## config.mk

```make
export PLATFORM = sky130hd
export DESIGN_NAME = snn_step_scheduler
export DESIGN_NICKNAME = d
export VERILOG_FILES = /design/src/rtl/snn_pkg.sv /design/src/rtl/snn_refrac_timer.sv /design/src/rtl/snn_step_scheduler.sv
export SDC_FILE = /design/constraint.sdc
export NUM_CORES = 1
export LEC_CHECK = 0
export ABC_AREA = 1
export CAP_MARGIN = 20
export CORE_AREA = 2 2 97 99
export CTS_CLUSTER_SIZE = 20
export DETAILED_ROUTE_END_ITERATION = 6
export DIE_AREA = 0 0 99 101
export PLACE_DENSITY = 0.67
export SLEW_MARGIN = 20
export SYNTH_ARGS = -nofsm -noshare
export SYNTH_HDL_FRONTEND = slang
export SYNTH_HIERARCHICAL = 1
export SYNTH_SLANG_ARGS = --single-unit
```

## constraint.sdc

```tcl
create_clock -name clk -period 4.5 [get_ports clk]
set_input_delay 0.9 -clock clk [delete_from_list [all_inputs] [get_ports clk]]
set_output_delay 0.9 -clock clk [all_outputs]
set_load 0.005 [all_outputs]
```

## src/rtl/snn_pkg.sv

```systemverilog
// Shared definitions for the spiking-layer time-step scheduler.
//   sched_state_t : scheduler FSM state encoding
//   neuron_idx_w  : index width helper (never narrower than 1 bit)
//   sat_inc       : saturating increment used by the per-neuron spike counters
package snn_pkg;

   typedef enum logic [2:0] {
      S_IDLE   = 3'd0,
      S_CLEAR  = 3'd1,
      S_FETCH  = 3'd2,
      S_APPLY  = 3'd3,
      S_SAMPLE = 3'd4,
      S_DONE   = 3'd5
   } sched_state_t;

   // Width needed to index n items; a range of one still gets a 1-bit vector.
   function automatic int neuron_idx_w(input int n);
      if (n <= 1) begin
         return 1;
      end else begin
         return $clog2(n);
      end
   endfunction

   // Increment val but never beyond max_val.
   function automatic logic [31:0] sat_inc(input logic [31:0] val, input logic [31:0] max_val);
      if (val >= max_val) begin
         return max_val;
      end else begin
         return val + 32'd1;
      end
   endfunction

endpackage

```

## src/rtl/snn_refrac_timer.sv

```systemverilog
// Refractory hold timer for one neuron: a loadable down-counter.
//   clk      : clock
//   rst_n    : asynchronous active-low reset (clears the count)
//   load     : load load_val this cycle (takes priority over counting)
//   load_val : value to load
//   active   : count is nonzero, i.e. the neuron is being held in reset
module snn_refrac_timer #(
   parameter int TW = 2
) (
   input  logic          clk,
   input  logic          rst_n,
   input  logic          load,
   input  logic [TW-1:0] load_val,
   output logic          active
);

   logic [TW-1:0] r_count;

   // Load on request, otherwise count down to zero and stay there.
   always_ff @(posedge clk or negedge rst_n) begin
      if (!rst_n) begin
         r_count <= {TW{1'b0}};
      end else if (load) begin
         r_count <= load_val;
      end else if (r_count != {TW{1'b0}}) begin
         r_count <= r_count - TW'(1);
      end else begin
         r_count <= r_count;
      end
   end

   assign active = (r_count != {TW{1'b0}});

endmodule

```

## src/rtl/snn_step_scheduler.sv

```systemverilog
// Time-step scheduler for one layer of integrate-and-fire neurons.
// Takes one input spike vector per step (valid/ready), pulses it onto the
// shared layer bus for one cycle, samples neuron spikes the following cycle,
// counts them per neuron with refractory masking, and reports counts plus
// the argmax winner after NUM_STEPS steps.
//   clk, rst_n    : clock, asynchronous active-low reset
//   start         : begin a sample (only honoured when idle)
//   in_valid/in_ready/in_spikes : input vector handshake
//   neuron_spike  : spike_out of every neuron
//   layer_spikes  : shared spike bus to every neuron's spike_in
//   neuron_rst    : per-neuron reset (clear and refractory hold)
//   spike_counts  : packed per-neuron counters, neuron i at [i*CNT_WIDTH +: CNT_WIDTH]
//   winner/winner_valid : index of the highest count, any count nonzero
//   busy, done    : not idle, one-cycle end-of-sample pulse
module snn_step_scheduler
   import snn_pkg::*;
#(
   parameter int NUM_INPUTS  = 4,
   parameter int NUM_NEURONS = 4,
   parameter int NUM_STEPS   = 16,
   parameter int REFRAC      = 2,
   parameter int CNT_WIDTH   = 8
) (
   input  logic                             clk,
   input  logic                             rst_n,
   input  logic                             start,
   input  logic                             in_valid,
   output logic                             in_ready,
   input  logic [NUM_INPUTS-1:0]            in_spikes,
   input  logic [NUM_NEURONS-1:0]           neuron_spike,
   output logic [NUM_INPUTS-1:0]            layer_spikes,
   output logic [NUM_NEURONS-1:0]           neuron_rst,
   output logic [NUM_NEURONS*CNT_WIDTH-1:0] spike_counts,
   output logic [$clog2(NUM_NEURONS)-1:0]   winner,
   output logic                             winner_valid,
   output logic                             busy,
   output logic                             done
);

   localparam int          NEURON_IDX_W = neuron_idx_w(NUM_NEURONS);
   localparam int          STEP_W       = neuron_idx_w(NUM_STEPS);
   localparam int          TIMER_W      = neuron_idx_w(REFRAC + 2);
   localparam logic [31:0] CNT_MAX      = (32'd1 << CNT_WIDTH) - 32'd1;

   sched_state_t              r_state;
   logic [STEP_W-1:0]         r_step;
   logic [CNT_WIDTH-1:0]      r_cnt [NUM_NEURONS];
   logic [NEURON_IDX_W-1:0]   r_winner;
   logic                      r_winner_valid;
   logic                      r_in_ready;
   logic [NUM_INPUTS-1:0]     r_layer_spikes;
   logic                      r_busy;
   logic                      r_done;

   logic [NUM_NEURONS-1:0]    w_timer_active;
   logic [NUM_NEURONS-1:0]    w_timer_load;
   logic [NUM_NEURONS-1:0]    w_fire;
   logic [TIMER_W-1:0]        w_timer_val;
   logic [NEURON_IDX_W-1:0]   w_best_idx;
   logic [CNT_WIDTH-1:0]      w_best_cnt;
   logic                      w_any;

   // Timers are zeroed in CLEAR; in SAMPLE a counted fire arms the hold window.
   always_comb begin
      w_timer_load = {NUM_NEURONS{1'b0}};
      w_fire       = {NUM_NEURONS{1'b0}};
      w_timer_val  = TIMER_W'(REFRAC + 1);
      if (r_state == S_CLEAR) begin
         w_timer_load = {NUM_NEURONS{1'b1}};
         w_timer_val  = {TIMER_W{1'b0}};
      end else if (r_state == S_SAMPLE) begin
         // A neuron still in its refractory window cannot fire again.
         w_fire       = neuron_spike & ~w_timer_active;
         w_timer_load = w_fire;
      end else begin
         w_timer_load = {NUM_NEURONS{1'b0}};
      end
   end

   genvar gi;
   generate
      for (gi = 0; gi < NUM_NEURONS; gi++) begin : g_timer
         snn_refrac_timer #(
            .TW(TIMER_W)
         ) u_timer (
            .clk      (clk),
            .rst_n    (rst_n),
            .load     (w_timer_load[gi]),
            .load_val (w_timer_val),
            .active   (w_timer_active[gi])
         );
      end
   endgenerate

   // Neurons are held in reset during our own reset, during CLEAR and while refractory.
   assign neuron_rst = {NUM_NEURONS{~rst_n}}
                     | {NUM_NEURONS{r_state == S_CLEAR}}
                     | w_timer_active;

   // Argmax over the counts; strict compare keeps the lowest index on ties.
   always_comb begin
      w_best_idx = {NEURON_IDX_W{1'b0}};
      w_best_cnt = r_cnt[0];
      w_any      = 1'b0;
      for (int i = 0; i < NUM_NEURONS; i++) begin
         if (r_cnt[i] != {CNT_WIDTH{1'b0}}) begin
            w_any = 1'b1;
         end else begin
            w_any = w_any;
         end
      end
      for (int i = 1; i < NUM_NEURONS; i++) begin
         if (r_cnt[i] > w_best_cnt) begin
            w_best_cnt = r_cnt[i];
            w_best_idx = NEURON_IDX_W'(i);
         end else begin
            w_best_cnt = w_best_cnt;
         end
      end
   end

   // Scheduler FSM; every externally visible flag is registered for the next state.
   always_ff @(posedge clk or negedge rst_n) begin
      if (!rst_n) begin
         r_state        <= S_IDLE;
         r_step         <= {STEP_W{1'b0}};
         r_winner       <= {NEURON_IDX_W{1'b0}};
         r_winner_valid <= 1'b0;
         r_in_ready     <= 1'b0;
         r_layer_spikes <= {NUM_INPUTS{1'b0}};
         r_busy         <= 1'b0;
         r_done         <= 1'b0;
         for (int i = 0; i < NUM_NEURONS; i++) begin
            r_cnt[i] <= {CNT_WIDTH{1'b0}};
         end
      end else begin
         case (r_state)
            S_IDLE: begin
               r_done <= 1'b0;
               if (start) begin
                  r_state <= S_CLEAR;
                  r_busy  <= 1'b1;
               end else begin
                  r_state <= S_IDLE;
               end
            end
            S_CLEAR: begin
               r_step         <= {STEP_W{1'b0}};
               r_winner       <= {NEURON_IDX_W{1'b0}};
               r_winner_valid <= 1'b0;
               for (int i = 0; i < NUM_NEURONS; i++) begin
                  r_cnt[i] <= {CNT_WIDTH{1'b0}};
               end
               r_in_ready <= 1'b1;
               r_state    <= S_FETCH;
            end
            S_FETCH: begin
               if (in_valid && r_in_ready) begin
                  r_layer_spikes <= in_spikes;
                  r_in_ready     <= 1'b0;
                  r_state        <= S_APPLY;
               end else begin
                  r_state <= S_FETCH;
               end
            end
            S_APPLY: begin
               r_layer_spikes <= {NUM_INPUTS{1'b0}};
               r_state        <= S_SAMPLE;
            end
            S_SAMPLE: begin
               for (int i = 0; i < NUM_NEURONS; i++) begin
                  if (w_fire[i]) begin
                     r_cnt[i] <= CNT_WIDTH'(sat_inc(32'(r_cnt[i]), CNT_MAX));
                  end else begin
                     r_cnt[i] <= r_cnt[i];
                  end
               end
               if (r_step == STEP_W'(NUM_STEPS - 1)) begin
                  r_done  <= 1'b1;
                  r_state <= S_DONE;
               end else begin
                  r_step     <= r_step + STEP_W'(1);
                  r_in_ready <= 1'b1;
                  r_state    <= S_FETCH;
               end
            end
            S_DONE: begin
               r_done         <= 1'b0;
               r_busy         <= 1'b0;
               r_winner       <= w_best_idx;
               r_winner_valid <= w_any;
               r_state        <= S_IDLE;
            end
            default: begin
               r_state        <= S_IDLE;
               r_in_ready     <= 1'b0;
               r_layer_spikes <= {NUM_INPUTS{1'b0}};
               r_busy         <= 1'b0;
               r_done         <= 1'b0;
            end
         endcase
      end
   end

   // Pack the counters onto the flat output bus.
   always_comb begin
      spike_counts = {(NUM_NEURONS*CNT_WIDTH){1'b0}};
      for (int i = 0; i < NUM_NEURONS; i++) begin
         spike_counts[i*CNT_WIDTH +: CNT_WIDTH] = r_cnt[i];
      end
   end

   assign in_ready     = r_in_ready;
   assign layer_spikes = r_layer_spikes;
   assign winner       = r_winner;
   assign winner_valid = r_winner_valid;
   assign busy         = r_busy;
   assign done         = r_done;

endmodule

```

# == Word-level counts from Yosys, hierarchy flattened ==
# Cells that the tools add are included.
# word_totals
wordCells,131
regBits,57
in_bits,12
# op_classes
n_eq_ne,14
magnitude_cmp,7
reduce_logical,29
n_addsub,9
muxes,47
bitwise_logic,9
# op_table
op,n
2-to-1 mux 8 bit,10
case mux 32 bit (2 select lines),1
adder 8 x 1 -> 8 bit (second input constant),4
>= comparator 8 bit (second input constant),4
nonzero test 8 bit,4
> comparator 8 bit,3
2-to-1 mux 2 bit,11
2-to-1 mux 4 bit,5
nonzero test 2 bit,10
case mux 4 bit (2 select lines),2
AND reduction 2 bit,8
case mux 3 bit (5 select lines),1
!= test 2 bit (second input constant),7
2-to-1 mux 1 bit,11
bitwise OR 4 bit,2
OR reduction 4 bit,2
subtractor 2 x 1 -> 2 bit (second input constant),4
== test 3 x 2 -> 1 bit (second input constant),2
== test 3 bit (second input constant),2
case mux 1 bit (2 select lines),3
OR reduction 3 bit,2
inverter 1 bit,5
adder 4 x 1 -> 4 bit (second input constant),1
AND 4 bit,1
other kinds (10),10

# == Longest topological paths before layout ==
# Gate-level depths: netlist of run 1.
# logic_depth
word_depth,7
depth_mapped,34
depth_no_buf,34

# == Hierarchy ==
# The synthesis of run 1 kept the hierarchy.
# by_module_without_submodules
mod,seq_area_each_um2,instances,area_each_um2,cells_each
snn_step_scheduler,1226.2,1,3459.6,479
snn_refrac_timer,50.0,4,122.6,17

# == Least setup slack after synthesis of run 1 ==
# Ideal clock, no wire load.
# synth_path
path_type,register to register
start,"register r_cnt, in the netlist spike_counts[7]"
end,"register r_winner[0], in the netlist winner[0]"
path_slack_ns,1.147
path_stages_with_launch,27
n_path_buf,1
arrival_time_ns,3.237
required_time_ns,4.384
path_cell_list,dfrtp_1 inv_1 ha_1 nand2_1 nor2_1 nand2_1 a21oi_2 nand2_1 and2_1 ha_1 nand2_1 nor2_1 nand2_1 nand2_1 nand2_1 buf_2 nand3_1 nand2_1 ha_1 a21oi_1 o21ai_0 nand2_1 nand2_1 nand2_1 nand2_1 nand2_1 nand2_1
# synth_via
elab_chain_cells,7
# synth_rtl
item,line,source
"start, declared",snn_step_scheduler.sv:47,logic [CNT_WIDTH-1:0] r_cnt [NUM_NEURONS];
"start signal, assigned by index",snn_step_scheduler.sv:134,r_cnt[i] <= {CNT_WIDTH{1'b0}};
"start signal, assigned by index",snn_step_scheduler.sv:152,r_cnt[i] <= {CNT_WIDTH{1'b0}};
"start signal, assigned by index",snn_step_scheduler.sv:173,"r_cnt[i] <= CNT_WIDTH'(sat_inc(32'(r_cnt[i]), CNT_MAX));"
> comparator 8 bit,snn_step_scheduler.sv:113,if (r_cnt[i] > w_best_cnt) begin
2-to-1 mux 8 bit,snn_step_scheduler.sv:113,
> comparator 8 bit,snn_step_scheduler.sv:113,
2-to-1 mux 8 bit,snn_step_scheduler.sv:113,
> comparator 8 bit,snn_step_scheduler.sv:113,
2-to-1 mux 2 bit (*),snn_step_scheduler.sv:113,
case mux 2 bit (2 select lines) (*),snn_step_scheduler.sv:137,case (r_state)
"end signal, assigned",snn_step_scheduler.sv:127,r_winner <= {NEURON_IDX_W{1'b0}};
"end signal, assigned",snn_step_scheduler.sv:149,r_winner <= {NEURON_IDX_W{1'b0}};
"end signal, assigned",snn_step_scheduler.sv:190,r_winner <= w_best_idx;
"end, declared",snn_step_scheduler.sv:48,logic [NEURON_IDX_W-1:0] r_winner;
# Every way passes the cells marked *; elsewhere a longest branch is shown, timed or not.
# A chain may end at the register's enable or synchronous reset.

# == Worst setup path after layout of run 1 ==
# layout_path
start,"register r_cnt, in the netlist spike_counts[7]"
end,"register r_winner[1], in the netlist winner[1]"
# layout_via
elab_chain_cells,7
# layout_rtl
item,line
> comparator 8 bit,snn_step_scheduler.sv:113
2-to-1 mux 8 bit (*),snn_step_scheduler.sv:113
> comparator 8 bit,snn_step_scheduler.sv:113
2-to-1 mux 8 bit,snn_step_scheduler.sv:113
> comparator 8 bit,snn_step_scheduler.sv:113
2-to-1 mux 2 bit (*),snn_step_scheduler.sv:113
case mux 2 bit (2 select lines) (*),snn_step_scheduler.sv:137
# Marked as above.

==> run_results.csv, run 1 <==
group,metric,value,unit
yosys,ys_ff_latch,57,
place,dp_hpwl,7712,µm
finish,final_cells,736,
hold_path,hold_path.class,"flip-flop to flip-flop",
timing,hold_ws,0.4872,ns
timing,skew,0.008026,ns
timing,rsz0062_at_grt,"false",
die,io_pins,58,
timing,final.setup.tns,0,ns
setup_path,crit_buf_inv,2,
setup_path,slowest_delay,0.44,ns
power,power.leakage,2.452,nW
grt,antenna_found_initial,0,
grt,grt_util_all_layers,21.19,%
yosys,synth-main-ff-cell,"dfrtp_1",
die,placementRows,35,
setup_path,cp_slowest_cell,"dfrtp_1",
grt,grt_pass1_vias,3759,
die,fp.dieH,101,µm
yosys,synth_cells,547,
setup_path,regToRegSetupSlack,0.50,ns
setup_path,cp.depth,28,
setup_path,rr_worst_depth,28,
place,globalplace.congestion,0.9173,
setup_path,required,4.74,ns
grt,grt_start_max_net_pins,58,
power,vdd_drop_max,0.0002520,V
die,initial_core_util,44.00,%
finish,antenna_cells,0,
place,placed_cells,720,
drt,postRouteAntennaNets,0,
timing,fmax,250.0,MHz
finish,final_util,54.93,%
grt,grt_pass1_wl,16960,µm
yosys,ys_warn_count,6,
finish,final_nets,669,
clocking,cts.sinks,57,
setup_path,cpMostUsedCell,"nand2_1",
setup_path,arrival,4.24,ns
drt,drtPass1Iterations,5,
timing,slew_headroom,50.21,%
clocking,ctsRootBufferMaster,"clkbuf_8",
die,die_w,99,µm
drt,first_iter_violations,197,
setup_path,timing.rr.end,"winner[1]",
flow_run,drv_cap,0,
clocking,clk_latency,0.34,ns
yosys,synth_fp_nets,596,
drt,viasPerCell,5.257,
finish,layout-drive-gt1-share,7.200,%
drt,vias,3869,
setup_path,cpLargestDelayFamily,"simple AND/OR/NAND/NOR gates",
clocking,path_clk_slew,0.07,ns
clocking,cts_max_level,3,
setup_path,start_kind,"flip-flop",
setup_path,cp-end-kind,"flip-flop",
setup_path,critPathKind,"flip-flop to flip-flop",
setup_path,critPathLaunch,"spike_counts[7]",
timing,finalSetupViolations,0,
clocking,postCtsSetupRepairBufs,0,
setup_path,crit_fanout,11,
die,dieArea,9999,µm²
die,coreArea,8977,µm²
timing,period_minus_slack,4.000,ns
yosys,synth.avg_cell_area,7.221,µm²
yosys,synthArstFlopShare,100.0,%
outcome,status,"finished clean",
finish,multi_input_area,2161,µm²
yosys,syn_area,3950,µm²
drt,wl,10030,µm
timing,tightest_slew,0.7468,ns
clocking,clockBufferDepth,2,
timing,hold_violations,0,
finish,fillers,833,
grt,grt-ovfl-total,0,
yosys,ys_types,33,
power,pwr_density_cell,549.2,nW/µm²
yosys,synth_edf_count,0,
setup_path,crit_end,"winner[1]",
yosys,ys_seq_area_share,36.11,%
drt,drcViolationCount,0,
timing,finalMaxSlewViolations,0,
timing,timing.final.crit_share,88.90,%
drt,wl_per_cell,13.63,µm
power,power,2.708,mW
setup_path,r2r-start,"spike_counts[7]",
clocking,cts_tree,"yes",
finish,regArea,1426,µm²
finish,syn_to_final_growth,24.83,%
clocking,cts_buffers,9,
place,numPortBuffers,57,
per-layer routing:
layer	up-vias	GRT usage, %	routed length, µm
met5	-	0	0
met2	114	36.28	4791
li1	1938	-	-
met4	0	8.535	189
met1	1798	26.61	4573
met3	19	3.675	477
flip-flops by register name (all words and copies together), names as in the netlist:
| name | flops |
|---|---|
| spike_counts | 32 |
| g_timer.u_timer/r_count | 8 |
| layer_spikes | 4 |
| r_step | 4 |
| r_state | 3 |
| winner | 2 |
| busy | 1 |
| done | 1 |
| in_ready | 1 |
| winner_valid | 1 |
worst min-delay path, cell delays in order, from the launching register on:
cell and delay (ns):
dfrtp_1 0.35, o21ai_1 0.06, nand2_1 0.05
where the power goes:
part | internal [mW] | switching, mW
Combinational | 0.557 | 0.898
Sequential | 0.620 | 0.0785
Clock | 0.327 | 0.227
Total | 1.50 | 1.20
cells by family (layout without fill, tap and decap cells):
family / after synthesis / count (layout) / synth area share [%]
and+or+nand+nor: 251 / 251 / 28.25
adders and majority gates: 37 / 37 / 11.72
buffers and inverters: 99 / 177 / 9.439
xor gates and xnor gates: 2 / 2 / 0.4435
DFF: 57 / 57 / 36.11
AOI/OAI and AO/OA: 101 / 101 / 14.03
per-stage QoR:
| stage | instance area [µm²] | worst slack [ns] |
|---|---|---|
| after global placement | 4695 | 0.5358 |
| final | 4931 | 0.4996 |
| after CTS | 4921 | 0.3985 |
| after floorplan | 3950 | 1.147 |
| after detailed placement | 4695 | 0.4348 |
| after global routing | 4931 | 0.06686 |
placed cells by master (no fill, tap or decap), types with 9 or more instances in the layout:
master	n
nand2_1	134
o21ai_0	58
dfrtp_1	57
a21oi_1	20
ha_1	37
nand4_1	9
clkbuf_8	10
inv_1	92
clkdlybuf4s50_1	56
nor2_1	31
nand3_1	44
cell type report:
cell class	count	area share [%]
multi-input cells	391	43.82
flip-flops and latches	57	28.93
repair buffers	63	12.38
inverters	98	7.460
well taps	111	2.817
clock buffers	10	2.791
clock inverters	6	1.802
worst min path at each step:
stage / to / cells past startpoint / startpoint
6_report: done / 2 / done
5_1_grt: done / 2 / done
4_1_cts: done / 2 / done
3_5_place_dp: done / 2 / done
3_3_place_gp: done / 2 / done
2_1_floorplan: done / 2 / done
synthesized netlist by cell type (3+ instances only):
master,instances,area [µm²]
nand2_1,135,506.7
inv_1,92,345.3
o21ai_0,58,290.3
dfrtp_1,57,1426
nand3_1,44,220.2
ha_1,37,462.9
nor2_1,31,116.4
a21oi_1,20,100.1
nand4_1,9,56.30
and2_1,8,50.05
inv_2,6,22.52
nor3_1,6,30.03
o22ai_1,5,31.28
nor2_2,4,25.02
nor4_1,4,25.02
or2_2,4,25.02
a31oi_1,3,18.77
o21a_1,3,22.52
timing repair:
| action | 4_1_cts | 5_1_grt |
|---|---|---|
| hold buffers | 0 | 0 |
| resized for setup | 0 | 2 |
| setup endpoints to repair | 0 | 2 |
No activity file was read; power rests on OpenSTA's default activity.
==> run 2, diff against run 1 <==
CTS_CLUSTER_SIZE = not set   (was 20)
==> results of run 2 <==
The final DEF is identical to that of run 1; final timing and power are the same.
==> run 3, diff against run 2 <==
HOLD_SLACK_MARGIN = 0.15   (was not set)
SETUP_SLACK_MARGIN = 0.15   (was not set)
==> run 3 against run 2 <==
Sequential share of layout area about the same. Die area unchanged. Sequential power about the same. Total power increased by 0.14%. Critical path type unchanged. Largest power group unchanged.
==> run_results.csv, run 3 (same netlist as run 1, synthesis figures left out) <==
group,metric,value,unit
die,io_pins,58,
clocking,cts_buffers,9,
finish,final_nets,669,
drt,wl_per_cell,13.63,µm
setup_path,cp-end-kind,"flip-flop",
timing,hold_violations,0,
setup_path,crit_fanout,11,
setup_path,cpMostUsedCell,"nand2_1",
timing,finalMaxSlewViolations,0,
die,initial_core_util,44.00,%
grt,grt_pass1_wl,16960,µm
drt,viasPerCell,5.266,
finish,multi_input_area,2166,µm²
finish,final_common_cell,"nand2_1",
setup_path,arrival,4.15,ns
drt,vias,3876,
finish,antenna_cells,0,
timing,slew_headroom,50.15,%
clocking,clk_latency,0.35,ns
power,power.leakage,2.452,nW
drt,wl,10030,µm
clocking,ctsRootBufferMaster,"clkbuf_8",
setup_path,start_kind,"flip-flop",
timing,hold_ws,0.4872,ns
finish,regArea,1428,µm²
drt,postRouteAntennaNets,0,
timing,rsz0062_at_grt,"false",
hold_path,hold_path.class,"flip-flop to flip-flop",
finish,layout_common_cells,"nand2_1 (133), inv_1 (92), o21ai_0 (58), dfrtp_1 (56), clkdlybuf4s50_1 (56)",
setup_path,crit_buf_inv,2,
grt,grt-ovfl-total,0,
power,vdd_drop_max,0.0002536,V
drt,first_iter_violations,191,
grt,grt_pass1_vias,3759,
setup_path,critPathKind,"flip-flop to flip-flop",
timing,finalSetupViolations,0,
drt,drcViolationCount,0,
clocking,path_clk_slew,0.07,ns
drt,drtPass1Iterations,5,
finish,largest_reg_flops,32,
timing,timing.final.crit_share,86.90,%
grt,grt_start_max_net_pins,58,
setup_path,slowest_delay,0.44,ns
finish,fillers,830,
grt,grt_util_all_layers,21.19,%
die,coreArea,8977,µm²
clocking,ctsHoldBuffers,0,
setup_path,required,4.74,ns
finish,layout-drive-gt1-share,7.680,%
clocking,cts_resized,0,
clocking,cts_tree,"yes",
grt,antenna_found_initial,0,
place,globalplace.congestion,0.9173,
timing,fmax,255.7,MHz
finish,syn_to_final_growth,24.99,%
timing,final.setup.tns,0,ns
die,placementRows,35,
clocking,clockBufferDepth,2,
timing,tightest_slew,0.7477,ns
flow_run,drv_cap,0,
setup_path,cpLargestDelayFamily,"simple AND/OR/NAND/NOR gates",
die,die_w,99,µm
die,fp.dieH,101,µm
outcome,status,"finished clean",
timing,skew,0.007944,ns
die,dieArea,9999,µm²
place,numPortBuffers,57,
power,pwr_density_cell,549.3,nW/µm²
clocking,postCtsSetupRepairBufs,0,
timing,period_minus_slack,3.911,ns
setup_path,cp_slowest_cell,"dfrtp_1",
clocking,cts_max_level,3,
place,dp_hpwl,7712,µm
clocking,cts.sinks,57,
run 3: cell count changes in the layout (fill, tap and decap cells not counted):
cell,change
dfrtp_1,-1
nor2_2,+1
dfrtp_2,+1
nand2_2,+1
nand2_1,-1
nor2_1,-1
run 3: layout make-up:
type	count	share of cell area [%]
Clock buffer	10	2.788
Clock inverter	6	1.799
Inverter	98	7.451
Multi-Input combinational cell	391	43.87
Sequential cell	57	28.92
Tap cell	111	2.813
Timing Repair Buffer	63	12.37
run 3: per-stage QoR:
step | setup WS [ns] | total power [mW] | cell area (µm²) | cells | util, %
3_3_place_gp | 0.5358 | 2.084 | 4695 | 720 | 52.29
3_5_place_dp | 0.4348 | 2.136 | 4695 | 720 | 52.29
2_1_floorplan | 1.147 | 1.734 | 3950 | 547 | -
4_1_cts | 0.3985 | 2.703 | 4921 | 736 | 54.82
5_1_grt | 0.1878 | 2.977 | 4937 | 736 | 55.00
6_report | 0.5894 | 2.712 | 4937 | 736 | 55.00
run 3: routing by layer:
layer	vias to the layer above	part of all wire [%]	global-route usage (%)	wire length, µm
li1	1938	-	-	-
met1	1802	46	26.61	4572
met2	117	48	36.28	4789
met5	-	0	0	0
met4	0	1.9	8.535	187
met3	19	4.8	3.675	478
run 3: power breakdown:
part,internal [mW],total [mW],switching (mW)
Sequential,0.620,0.698,0.0784
Combinational,0.559,1.46,0.898
Clock,0.327,0.557,0.229
run 3: worst paths after layout:
kind                                      start              end  slack (ns)  depth (start not counted)
worst max-delay path            spike_counts[7]        winner[1]        0.59                         25
worst min-delay path                       done             done        0.49                          2
worst max register to register  spike_counts[7]        winner[1]        0.59                         25
worst min register to register             done             done        0.49                          2
max in group asynchronous                 rst_n  spike_counts[2]        3.23                          2
min in group asynchronous                 rst_n  spike_counts[7]        0.75                          2
run 3: worst min-delay path, delay by kind of cell (launching register included):
family	cells	cell delay, ns
AO/OA/AOI/OAI	1	0.06
flip-flops	1	0.35
AND/OR/NAND/NOR	1	0.05
==> edit, RTL diff (settings of run 2) <==
The parameter `REFRAC` goes from 2 to 4.
--- a/src/rtl/snn_step_scheduler.sv
+++ b/src/rtl/snn_step_scheduler.sv
@@ -18,7 +18,7 @@
    parameter int NUM_INPUTS  = 4,
    parameter int NUM_NEURONS = 4,
    parameter int NUM_STEPS   = 16,
-   parameter int REFRAC      = 2,
+   parameter int REFRAC      = 4,
    parameter int CNT_WIDTH   = 8
 ) (
    input  logic                             clk,
Formal check against the unedited RTL: not equivalent (Yosys sat finds a counterexample within 10 cycles, from zero or initial values and one cycle with rst_n low).
==> edit against run 2 <==
Total power shrank 3.4%; routed wire length increased by 7.0%; cell count up 6.7%; synthesized area rose by 8.0%; clock skew is 0.0050 ns higher; clock power is 8.5% lower; final area increased by 5.7%; largest cell class unchanged; worst setup slack improved by 0.028 ns; sequential power up 9.0%; sequential cell count is 4 higher; fmax increased by 0.70%; first-iteration DRC count decreased by 6.1%; critical path type unchanged; highest routed layer unchanged.
==> edit: results (changes against run 2) <==
status: "complete, no violations"
grt_max_degree: 62  # +6.9%
synth.area.mux_share: 0  # unchanged
synth_xor_area_frac: 0.00411  # -0.000327
rrSetupSlack_ns: 0.53  # +0.03 ns
holdWs_ns: 0.471  # -0.0161 ns
hold_path_startpoint: "g_timer[3].u_timer/r_count[1]"
ys_seq_area_frac: 0.358  # -0.00312
cts_made_buffers: 9  # unchanged
clk_latency_ns: 0.35
async_reset_ff_frac: 1.00  # unchanged
r2r_cells: 26  # -7.1%
dpl-instance-area_sq_mm: 0.00500  # +6.4%
dr.pass1.iters: 5  # unchanged
drtIter0Drc: 185  # -6.1%
ys_top_cells_by_count: "nand2_1, inv_1, o21ai_0"
skew_ns: 0.0130  # +0.00502 ns
synth_compound_area_frac: 0.144  # +0.00375
fin_nets: 722  # +7.9%
drive_gt1_frac: 0.0638  # -0.00820
synth.distinct_cells: 34  # +3.0%
met2_usage: 0.381  # +0.0182
irDropWorstVdd_mv: 0.262  # +3.9%
wl_per_cell_microns: 13.7  # +0.31%
p_leak_nw: 2.61  # +6.5%
dp_hpwl_microns: 7990  # +3.6%
num_vias: 4077  # +5.4%
max-clock-path-buffers: 2  # unchanged
post_cts_buffers: 0  # unchanged
worst_pin_slew_ns: 0.803  # +0.0564 ns
grt_pass1_vias: 3968  # +5.6%
use_met3: 0.0458  # +0.00902
largest_reg_flops: 32  # unchanged
startpoint: "spike_counts[5]"
arrival_ns: 4.21  # -0.03 ns
grtUsageMet1: 0.290  # +0.0241
grt_usage: 0.227  # +0.0146
cpPeakStageDelay_ns: 0.44  # about the same
holdPathStages: 2  # unchanged
hold_path_end: "g_timer[3].u_timer/r_count[1]"
synth.area.top_cells: "dfrtp_1, nand2_1, ha_1, inv_1, o21ai_0"
synthAdderAreaFrac: 0.120  # +0.00311
grt_pass1_wl_microns: 18100  # +7.0%
r2r-end: "winner[1]"
place.gp.congestion: 0.832  # -9.3%
edit: cell types whose count changed after synthesis, sizes merged:
cell	before	now
a21oi	21	25
conb	0	1
dfrtp	57	61
ha	37	41
inv	98	94
nand2	137	181
nand3	46	30
nand3b	0	4
o21ai	60	68
edit: cells by family (layout without fill, tap and decap cells):
kind of cell	count (synthesis)	in the layout
AO/OA/AOI/OAI	113	113
AND/OR/NAND/NOR	283	283
buffers and inverters	95	170
adder cells (fa/ha/maj)	41	41
XOR/XNOR	2	2
other	1	4
flip-flops	61	61
edit: power breakdown:
group          internal, mW  switching, mW  total (mW)
clock network         0.269          0.239       0.508
registers             0.673         0.0882       0.761
logic                 0.518          0.829        1.35
total                  1.46           1.16        2.62
edit: area by class of cell:
cell class	count	area [sq um]
multi-input cells	443	2400
clock inverters	6	62.6
flip-flops and latches	61	1530
fillers	845	3770
well taps	111	139
repair buffers	60	588
inverters	94	353
clock buffers	10	138
edit: per-stage QoR:
step                setup WS (ns)  instances
floorplan                    1.15        599
global placement            0.502        769
detailed placement          0.469        769
CTS                         0.409        785
global route               0.0715        785
finish                      0.527        785
edit: metal layers:
metal / up-vias / share of wire
li1: 2086 / -
met1: 1874 / 0.45
met2: 100 / 0.48
met3: 17 / 0.053
met4: 0 / 0.020
met5: - / 0
edit: what timing repair did:
item | in CTS | in global routing
resized for setup | 0 | 3
endpoints found under the hold margin | 0 | 0
setup endpoints to repair | 0 | 2
